`src/rtl/fifo_wr_packer.sv`:
```
// Packs IN_W-bit upstream beats into OUT_W-bit words for a sync FIFO write port.
// A word is emitted after RATIO beats or early on s_last, zero-padded in the unused upper lanes.
module fifo_wr_packer #(
  parameter int IN_W  = 8,
  parameter int RATIO = 4,
  localparam int OUT_W = IN_W * RATIO
) (
  input  logic             clk,
  input  logic             rstn,
  input  logic             s_valid,
  output logic             s_ready,
  input  logic [IN_W-1:0]  s_data,
  input  logic             s_last,
  output logic             wren,
  output logic [OUT_W-1:0] din,
  input  logic             full,
  output logic             busy
);

  localparam int CNT_W = $clog2(RATIO);
  localparam logic [CNT_W-1:0] LAST_LANE = CNT_W'(RATIO - 1);

  logic [CNT_W-1:0] cnt;
  logic [OUT_W-1:0] acc;
  logic [OUT_W-1:0] out_word;
  logic             out_vld;

  logic [OUT_W-1:0] lane_mask;
  logic [OUT_W-1:0] keep_mask;
  logic [OUT_W-1:0] placed;
  logic [OUT_W-1:0] merged;
  logic             take;
  logic             complete;
  int               lane_base;

  // Handshake: a beat transfers on a cycle where s_valid && s_ready; the FIFO
  // side is a plain strobe, wren only when a word is held and full is low.
  assign take     = s_valid && s_ready;
  assign complete = take && ((cnt == LAST_LANE) || s_last);
  assign s_ready  = !out_vld || !full;
  assign wren     = out_vld && !full;
  assign din      = out_word;
  assign busy     = out_vld || (cnt != '0);

  // lane_mask selects the current lane; keep_mask covers lanes 0..cnt so
  // everything above the final beat of a short word is forced to zero.
  always_comb begin
    lane_base = int'(cnt) * IN_W;
    lane_mask = {{(OUT_W - IN_W){1'b0}}, {IN_W{1'b1}}} << lane_base;
    placed    = ({{(OUT_W - IN_W){1'b0}}, s_data} << lane_base) & lane_mask;
    keep_mask = lane_mask | ((OUT_W'(1) << lane_base) - OUT_W'(1));
    merged    = (acc | placed) & keep_mask;
  end

  always_ff @(posedge clk or negedge rstn) begin
    if (!rstn) begin
      cnt      <= '0;
      acc      <= '0;
      out_word <= '0;
      out_vld  <= 1'b0;
    end else begin
      if (take) begin
        if (complete) begin
          acc <= '0;
          cnt <= '0;
        end else begin
          acc <= merged;
          cnt <= cnt + CNT_W'(1);
        end
      end
      // A new word can replace the pending one in the same cycle it is written.
      if (complete) begin
        out_word <= merged;
        out_vld  <= 1'b1;
      end else if (wren) begin
        out_vld <= 1'b0;
      end
    end
  end

endmodule

```
`config.mk`:
```
export PLATFORM = sky130hd
export DESIGN_NAME = fifo_wr_packer
export DESIGN_NICKNAME = d
export VERILOG_FILES = /design/src/rtl/fifo_wr_packer.sv
export SDC_FILE = /design/constraint.sdc
export NUM_CORES = 1
export LEC_CHECK = 0
export CAP_MARGIN = 25
export CORE_MARGIN = 2
export CORE_UTILIZATION = 52
export DETAILED_ROUTE_END_ITERATION = 6
export PLACE_DENSITY_LB_ADDON = 0.1
export SLEW_MARGIN = 40
export SYNTH_ARGS = -nofsm -noshare
export SYNTH_HDL_FRONTEND = slang
export SYNTH_SLANG_ARGS = --single-unit
```
`constraint.sdc`:
```
create_clock -name clk -period 2.2 [get_ports clk]
set_input_delay 0.22 -clock clk [delete_from_list [all_inputs] [get_ports clk]]
set_output_delay 0.22 -clock clk [all_outputs]
set_load 0.005 [all_outputs]
```
Word-level counts from Yosys, hierarchy flattened

Index checks and enable logic that the tools add are counted.

Add/subtract/negate cells: 2
Mux-type cells: 4
Equal/unequal tests: 1
Shift-type cells: 3
Reductions and logical operators: 10
Bitwise logic cells: 4

Operator list:

| cell                    | number |
|---|---|
| $and A32 B32 Y32        | 2 |
| $or A32 B32 Y32         | 2 |
| $mux W32                | 1 |
| $shl A1 B5 Y32 const A  | 1 |
| $shl A8 B5 Y32          | 1 |
| $shl A8 B5 Y32 const A  | 1 |
| $sub A32 B1 Y32 const B | 1 |
| $reduce_bool A2 Y1      | 2 |
| $logic_and A1 B1 Y1     | 3 |
| $logic_or A1 B1 Y1      | 3 |
| $add A2 B1 Y2 const B   | 1 |
| $eq A2 B2 Y1 const B    | 1 |
| $logic_not A1 Y1        | 2 |
| $mux W1                 | 2 |
| $mux W2                 | 1 |

Output and inout port bits: 35
Bits in registers: 67

Depth between registers and ports, before layout

Gate-level depths: netlist (run 1).

Depth after elaboration: 5
Mapped depth: 7
Depth with buffers taken out: 5

Worst setup path after synthesis (run 1)

OpenSTA, ideal clock, no wires.

Kind: register -> register
From: register cnt[0]
To: register acc[17]
Library setup time: 0.136 ns
Data required time: 2.064 ns
Cell stages (with the launch flop): 8
Buffers on the path: 2
Path slack: 0.596 ns
Clock period less this slack: 1.604 ns
Arrival: 1.468 ns
Cell sequence: dfrtp_1 inv_1 ha_1 and3b_1 clkbuf_1 buf_2 a31oi_1 nor2_1

Cells in the longest elaborated chain, start to end: 5
Elaborated cells on any way between the ends: 12
Classes of those cells: add/sub: 1; eq/ne: 1; shift: 3; mux: 1; bitwise: 4; reduce/logical: 2

RTL lines:

| item                                                       | line   | text |
|---|---|---|
| start, declared                                            | 23     | `logic [CNT_W-1:0] cnt;` |
| start signal, assigned                                     | 68     | `cnt <= cnt + CNT_W'(1);` |
| $shl A1 B5 Y32 (tied with other cells)                     | 51     | `keep_mask = lane_mask \| ((OUT_W'(1) << lane_base) - OUT_W'(1));` |
| $sub A32 B1 Y32 / $and A32 B32 Y32 (equally long branches) | 51, 50 |  |
| $or A32 B32 Y32 (on tied branches)                         | 51, 52 |  |
| $and A32 B32 Y32                                           | 52     | `merged = (acc \| placed) & keep_mask;` |
| $mux W32 *                                                 | 63     | `if (complete) begin` |
| end signal, assigned                                       | 67     | `acc <= merged;` |
| end, declared                                              | 24     | `logic [OUT_W-1:0] acc;` |

Mark *: on every way between the ends. The rest lies on a longest branch, timed or not.
A chain may end at the register's enable or synchronous reset.

Worst setup path after layout (run 1)

From: register cnt[0]
To: output busy

Cells in the longest elaborated chain, start to end: 2

RTL lines:

| item               | line | text |
|---|---|---|
| $reduce_bool A2 Y1 | 43   | `assign busy = out_vld \|\| (cnt != '0);` |
| $logic_or A1 B1 Y1 | 43   |  |
| end, declared      | 17   | `output logic busy` |

Every way passes these cells.

==> results of run 1 <==
[power breakdown]
part	leakage [nW]	switching, mW	internal, mW	total (mW)
sequential	0.916	0.0895	1.37	1.46
combinational	0.549	0.333	0.324	0.657
clock	0.0949	0.454	0.462	0.916
total	1.56	0.876	2.16	3.03
[metrics by stage]
stage                     cells  worst slack [ns]
after floorplan             249            0.5959
after global placement      362            0.4702
after detailed placement    362            0.4571
after CTS                   379            0.1232
after global routing        379           0.04822
final                       379            0.1606
[cell type report]
class                      instances  area (um^2)  area share
clock buffer                      11        151.4     0.04285
clock inverter                     5        27.53    0.007790
inverter                           2        7.507    0.002125
multi-input combinational        163         1010      0.2858
sequential                        67         1677      0.4745
tap                               70        87.58     0.02479
timing repair buffer              61        573.1      0.1622
[sequential cells by signal, summed over array words and instances, names as in the netlist]
name	cells
acc	32
cnt	2
out_vld	1
din	32
[cells in the mapped netlist, drive strengths merged]
master	n	share of area
clkbuf	9	0.012
ha	6	0.027
nor2	26	0.036
a31oi	24	0.054
a21oi	34	0.062
o31ai	2	0.0054
nand2	4	0.0054
and3	1	0.0023
mux2	2	0.0081
nand3	1	0.0018
nand3b	1	0.0027
a21boi	1	0.0027
inv	2	0.0027
buf	8	0.017
nor3b	1	0.0045
nand2b	1	0.0023
a21bo	1	0.0036
a21o	1	0.0027
or3	2	0.0045
nor3	2	0.0036
nor2b	8	0.018
o2bb2ai	22	0.070
o21ai	20	0.036
and3b	2	0.0063
dfrtp	67	0.61
a22o	1	0.0032
[layer usage]
layer / share of wire / up-vias
met1: 0.43 / 1057
met5: 0 / -
met2: 0.50 / 68
met3: 0.058 / 10
met4: 0.015 / 0
li1: - / 1022
[cell usage in the layout, fill, tap and decap left out, drive strengths merged, types with 8 or more instances in the layout]
cell type / n
dfrtp: 67
a31oi: 24
clkbuf: 11
clkdlybuf4s50: 46
buf: 14
nor2b: 8
nor2: 26
o21ai: 20
a21oi: 34
o2bb2ai: 22
[worst max path at each step]
stage / start / to / depth (start not counted)
after floorplan: cnt[0] / acc[17] / 7
after global placement: cnt[0] / din[16] / 5
after detailed placement: cnt[0] / din[16] / 5
after CTS: cnt[1] / busy / 4
after global routing: cnt[1] / busy / 4
final: cnt[0] / busy / 4
[cell families after synthesis]
kind of cell    share of synthesized area
buf+inv                           0.03166
compound gates                     0.2393
flops                              0.6061
fa+ha+maj                         0.02714
mux                              0.008141
simple gates                      0.08775
==> flow_summary_export.csv, run 1 <==
group,metric,value,unit
synth,yosysWarnings,0,
worst_setup_path,slowest_delay,0.50,ns
synth,ys_seq_elements,67,
timing,hold_violations,0,
timing,fin_skew,0.008456,ns
power_and_ir_drop,total_power,3.034,mW
grt,busiest_layer,"met2",
grt,antenna_found_initial,0,
worst_setup_path,critPathKind,"flip-flop to output port",
drt,first_pass_iters,4,
timing,fin_crit_sh,0.9270,
power_and_ir_drop,power_density,858.5,nW/um^2
die,initial_core_util,0.5416,
timing,setup_viol,0,
timing,max_slew_margin,0.6222,
worst_setup_path,cp-end-kind,"output port",
synth,synthCells,249,
worst_setup_path,crit_arrival,1.82,ns
die,row_count,26,
clock_network,cts_tree,"yes",
worst_setup_path,worst-path-buf-inv,2,
die,core-area,5107,um^2
grt,grt_use_met1,0.3299,
grt,track_usage,0.2408,
worst_setup_path,crit_family,"buffers and inverters",
grt,grt_pass1_wl,11.12,mm
worst_setup_path,cpMaxStageDelayCell,"dfrtp_1",
worst_setup_path,cp_cell_sequence,"inv_1 -> ha_1 -> nand2b_1 -> clkdlybuf4s50_1",
power_and_ir_drop,leakagePower,1.559,nW
clock_network,h-tree-depth,3,
layout,area_delta_synth_final,27.73,%
layout,diodes,0,
layout,final_util,0.6918,
grt,met2_usage,0.3877,
die,die_y,76.94,um
clock_network,cts_resized,0,
drt,dr_total_vias,2157,
layout,fill_cells,428,
die,fp.dieW,76.94,um
drt,drcViolationCount,0,
grt,grtUsageMet3,0.03765,
outcome,status,"completed",
worst_setup_path,reg2reg_from,"cnt[0]",
grt,grt.overflow.total,0,
worst_setup_path,rr_worst_depth,5,
clock_network,cts_buffers,9,
clock_network,cts_sinks,67,
clock_network,cts-root-buf,"clkbuf_8",
synth,ys_types,29,
grt,grt_max_degree,27,
clock_network,post_cts_buffers,0,
run,drv_cap,0,
timing,worst_pin_slew,0.5647,ns
timing,rsz0062_at_grt,"no",
worst_setup_path,reg2reg_to,"din[16]",
clock_network,clock_path_buffers,2,
hold_path,hold_class,"primary input to asynchronous set/reset pin",
timing,finalMaxSlewViolations,0,
drt,drt_iter0_markers,177,
drt,wl_per_cell,17.13,um
place,io_buffers,47,
die,dieArea,5920,um^2
grt,grt_pass1_vias,2257,
timing,fin_setup_tns,0,ns
place,dp.final_hpwl,4.490,mm
synth,synth_area,2766,um^2
clock_network,hold_buffers,1,
synth,ys_seq_area_frac,0.6061,
clock_network,clk_pin_slew,0.07,ns
worst_setup_path,cp_max_fo,9,
worst_setup_path,startpoint_type,"flip-flop",
place,gp_congestion,0.7547,
timing,fmax,490.4,MHz
power_and_ir_drop,vdd_drop_max,0.5841,mV
clock_network,clock_latency,0.34,ns
layout,final_nets,323,
drt,vias_per_cell,5.691,
timing,post-route-min-period,2.039,ns
layout,fin_area,3533,um^2
synth,post_synth.cell_area_avg,11.11,um^2
die,ios,48,
layout,layout-drive-gt1-share,0.1165,
synth,synth_nets,268,
worst_setup_path,r2r_setup_slack,0.43,ns
place,dpl_cell_area,3344,um^2
timing,whs,0.3974,ns
drt,routed_wl,6.492,mm
worst_setup_path,worstPathRequired,1.98,ns
drt,antenna_left,0,
(Power assumes the default switching activity.)
==> run 2, diff against run 1 <==
--- a/config.mk
+++ b/config.mk
@@ -10,6 +10,7 @@
 export CORE_UTILIZATION = 52
 export DETAILED_ROUTE_END_ITERATION = 6
 export PLACE_DENSITY_LB_ADDON = 0.1
+export SKIP_CTS_REPAIR_TIMING = 1
 export SLEW_MARGIN = 40
 export SYNTH_ARGS = -nofsm -noshare
 export SYNTH_HDL_FRONTEND = slang
==> flow_summary_export.csv, run 2 (synthesis results as in run 1) <==
group,metric,value,unit
power_and_ir_drop,power.internal,2.157,mW
timing,rsz0062_at_grt,"no",
die,dieArea,5920,um^2
layout,regArea,1677,um^2
timing,worst_pin_slew,0.5646,ns
power_and_ir_drop,total_power,3.037,mW
place,dp.final_hpwl,4.490,mm
power_and_ir_drop,clkPwrFrac,0.302,
grt,grt_pass1_wl,11.12,mm
layout,layout_commonest_cell,"dfrtp_1",
timing,fin_skew,0.008435,ns
place,gp_congestion,0.7547,
die,row_count,26,
timing,fin_crit_sh,0.9290,
clock_network,clock_path_buffers,2,
worst_setup_path,cp_max_fo,9,
layout,fill_cells,428,
clock_network,h-tree-depth,3,
layout,area_delta_synth_final,27.73,%
layout,layout-drive-gt1-share,0.1165,
layout,layout_common_cells,"67 x dfrtp_1, 46 x clkdlybuf4s50_1, 34 x a21oi_1",
power_and_ir_drop,p_comb_frac,0.217,
timing,whs,0.3932,ns
clock_network,cts_tree,"yes",
timing,hold_violations,0,
layout,fin_cells,379,
power_and_ir_drop,power_density,859.4,nW/um^2
drt,routed_wl,6.498,mm
place,dp_slack,0.4571,ns
clock_network,clock_latency,0.34,ns
clock_network,cts_sinks,67,
run,drv_cap,0,
worst_setup_path,reg2reg_from,"cnt[0]",
worst_setup_path,startpoint_type,"flip-flop",
timing,fmax,489.3,MHz
worst_setup_path,reg2reg_to,"din[16]",
drt,drt_iter0_markers,176,
grt,track_usage,0.2408,
power_and_ir_drop,p_switching,879.5,uW
timing,max_slew_margin,0.6222,
timing,setup_viol,0,
grt,antenna_found_initial,0,
drt,first_pass_iters,4,
grt,grt_max_degree,27,
clock_network,clk_pin_slew,0.07,ns
layout,final_util,0.6918,
die,initial_core_util,0.5416,
worst_setup_path,cp-end-kind,"output port",
grt,grt.overflow.total,0,
worst_setup_path,crit_arrival,1.82,ns
hold_path,hold_class,"primary input to asynchronous set/reset pin",
worst_setup_path,rr_worst_depth,5,
outcome,status,"completed",
die,die_y,76.94,um
place,io_buffers,47,
worst_setup_path,worstPathRequired,1.98,ns
die,ios,48,
power_and_ir_drop,seqPwrFrac,0.481,
die,fp.dieW,76.94,um
timing,post-route-min-period,2.044,ns
worst_setup_path,critPathKind,"flip-flop to output port",
layout,multi_input_comb_area,1010,um^2
place,post-place-cells,362,
drt,drcViolationCount,0,
power_and_ir_drop,vdd_drop_max,0.5843,mV
place,dpl_cell_area,3344,um^2
clock_network,cts-root-buf,"clkbuf_8",
worst_setup_path,r2r_setup_slack,0.43,ns
timing,fin_ws,0.1562,ns
clock_network,cts_buffers,9,
layout,fin_area,3533,um^2
drt,antenna_left,0,
drt,wl_per_cell,17.15,um
grt,grt_pass1_vias,2255,
power_and_ir_drop,leakagePower,1.559,nW
layout,final_nets,323,
timing,finalMaxSlewViolations,0,
layout,diodes,0,
die,core-area,5107,um^2
drt,vias_per_cell,5.744,
power_and_ir_drop,switching_share,0.2896,
drt,dr_total_vias,2177,
timing,fin_setup_tns,0,ns
-- run 2: cell counts in the layout (fill, tap and decap cells not counted) --
Identical to the previous run, type by type.
-- run 2: worst max-delay path by stage --
stage          startpoint  endpoint  slack, ns  cells after the start
3_5_place_dp       cnt[0]   din[16]       0.46                      5
4_1_cts            cnt[1]      busy       0.12                      4
5_1_grt            cnt[1]      busy       0.05                      4
2_1_floorplan      cnt[0]   acc[17]       0.60                      7
3_3_place_gp       cnt[0]   din[16]       0.47                      5
6_report           cnt[0]      busy       0.16                      4
-- run 2: power groups by stage --
stage          logic [mW]  registers (mW)  clock network, mW
3_3_place_gp        0.643            1.48                  0
3_5_place_dp        0.662            1.48                  0
2_1_floorplan       0.320            1.47                  0
4_1_cts             0.664            1.46              0.931
6_report            0.658            1.46              0.918
5_1_grt             0.735            1.48              0.985
-- run 2: per-layer routing --
layer | vias up | share of wire | global-route usage
met5 | - | 0 | 0
met3 | 9 | 0.049 | 0.03765
met2 | 59 | 0.50 | 0.3877
met1 | 1089 | 0.43 | 0.3299
met4 | 0 | 0.015 | 0.09455
li1 | 1020 | - | -
-- run 2: final cells by class --
class                           count  area share
Inverter                            2    0.002125
Clock buffer                       11     0.04285
Timing Repair Buffer               61      0.1622
Clock inverter                      5    0.007790
Tap cell                           70     0.02479
Sequential cell                    67      0.4745
Multi-Input combinational cell    163      0.2858
-- run 2: critical path, stage by stage (launching register included) --
cell and delay [ns]:
dfrtp_1 0.50, inv_1 0.14, ha_1 0.27, nand2b_1 0.08, clkdlybuf4s50_1 0.50
==> run 3, diff against run 2 <==
--- a/config.mk
+++ b/config.mk
@@ -8,6 +8,7 @@
 export CAP_MARGIN = 25
 export CORE_MARGIN = 2
 export CORE_UTILIZATION = 52
+export CTS_CLUSTER_DIAMETER = 60
 export DETAILED_ROUTE_END_ITERATION = 6
 export PLACE_DENSITY_LB_ADDON = 0.1
 export SKIP_CTS_REPAIR_TIMING = 1
==> results of run 3 <==
Same layout as run 2: the final DEF is identical, and so are final timing and power.
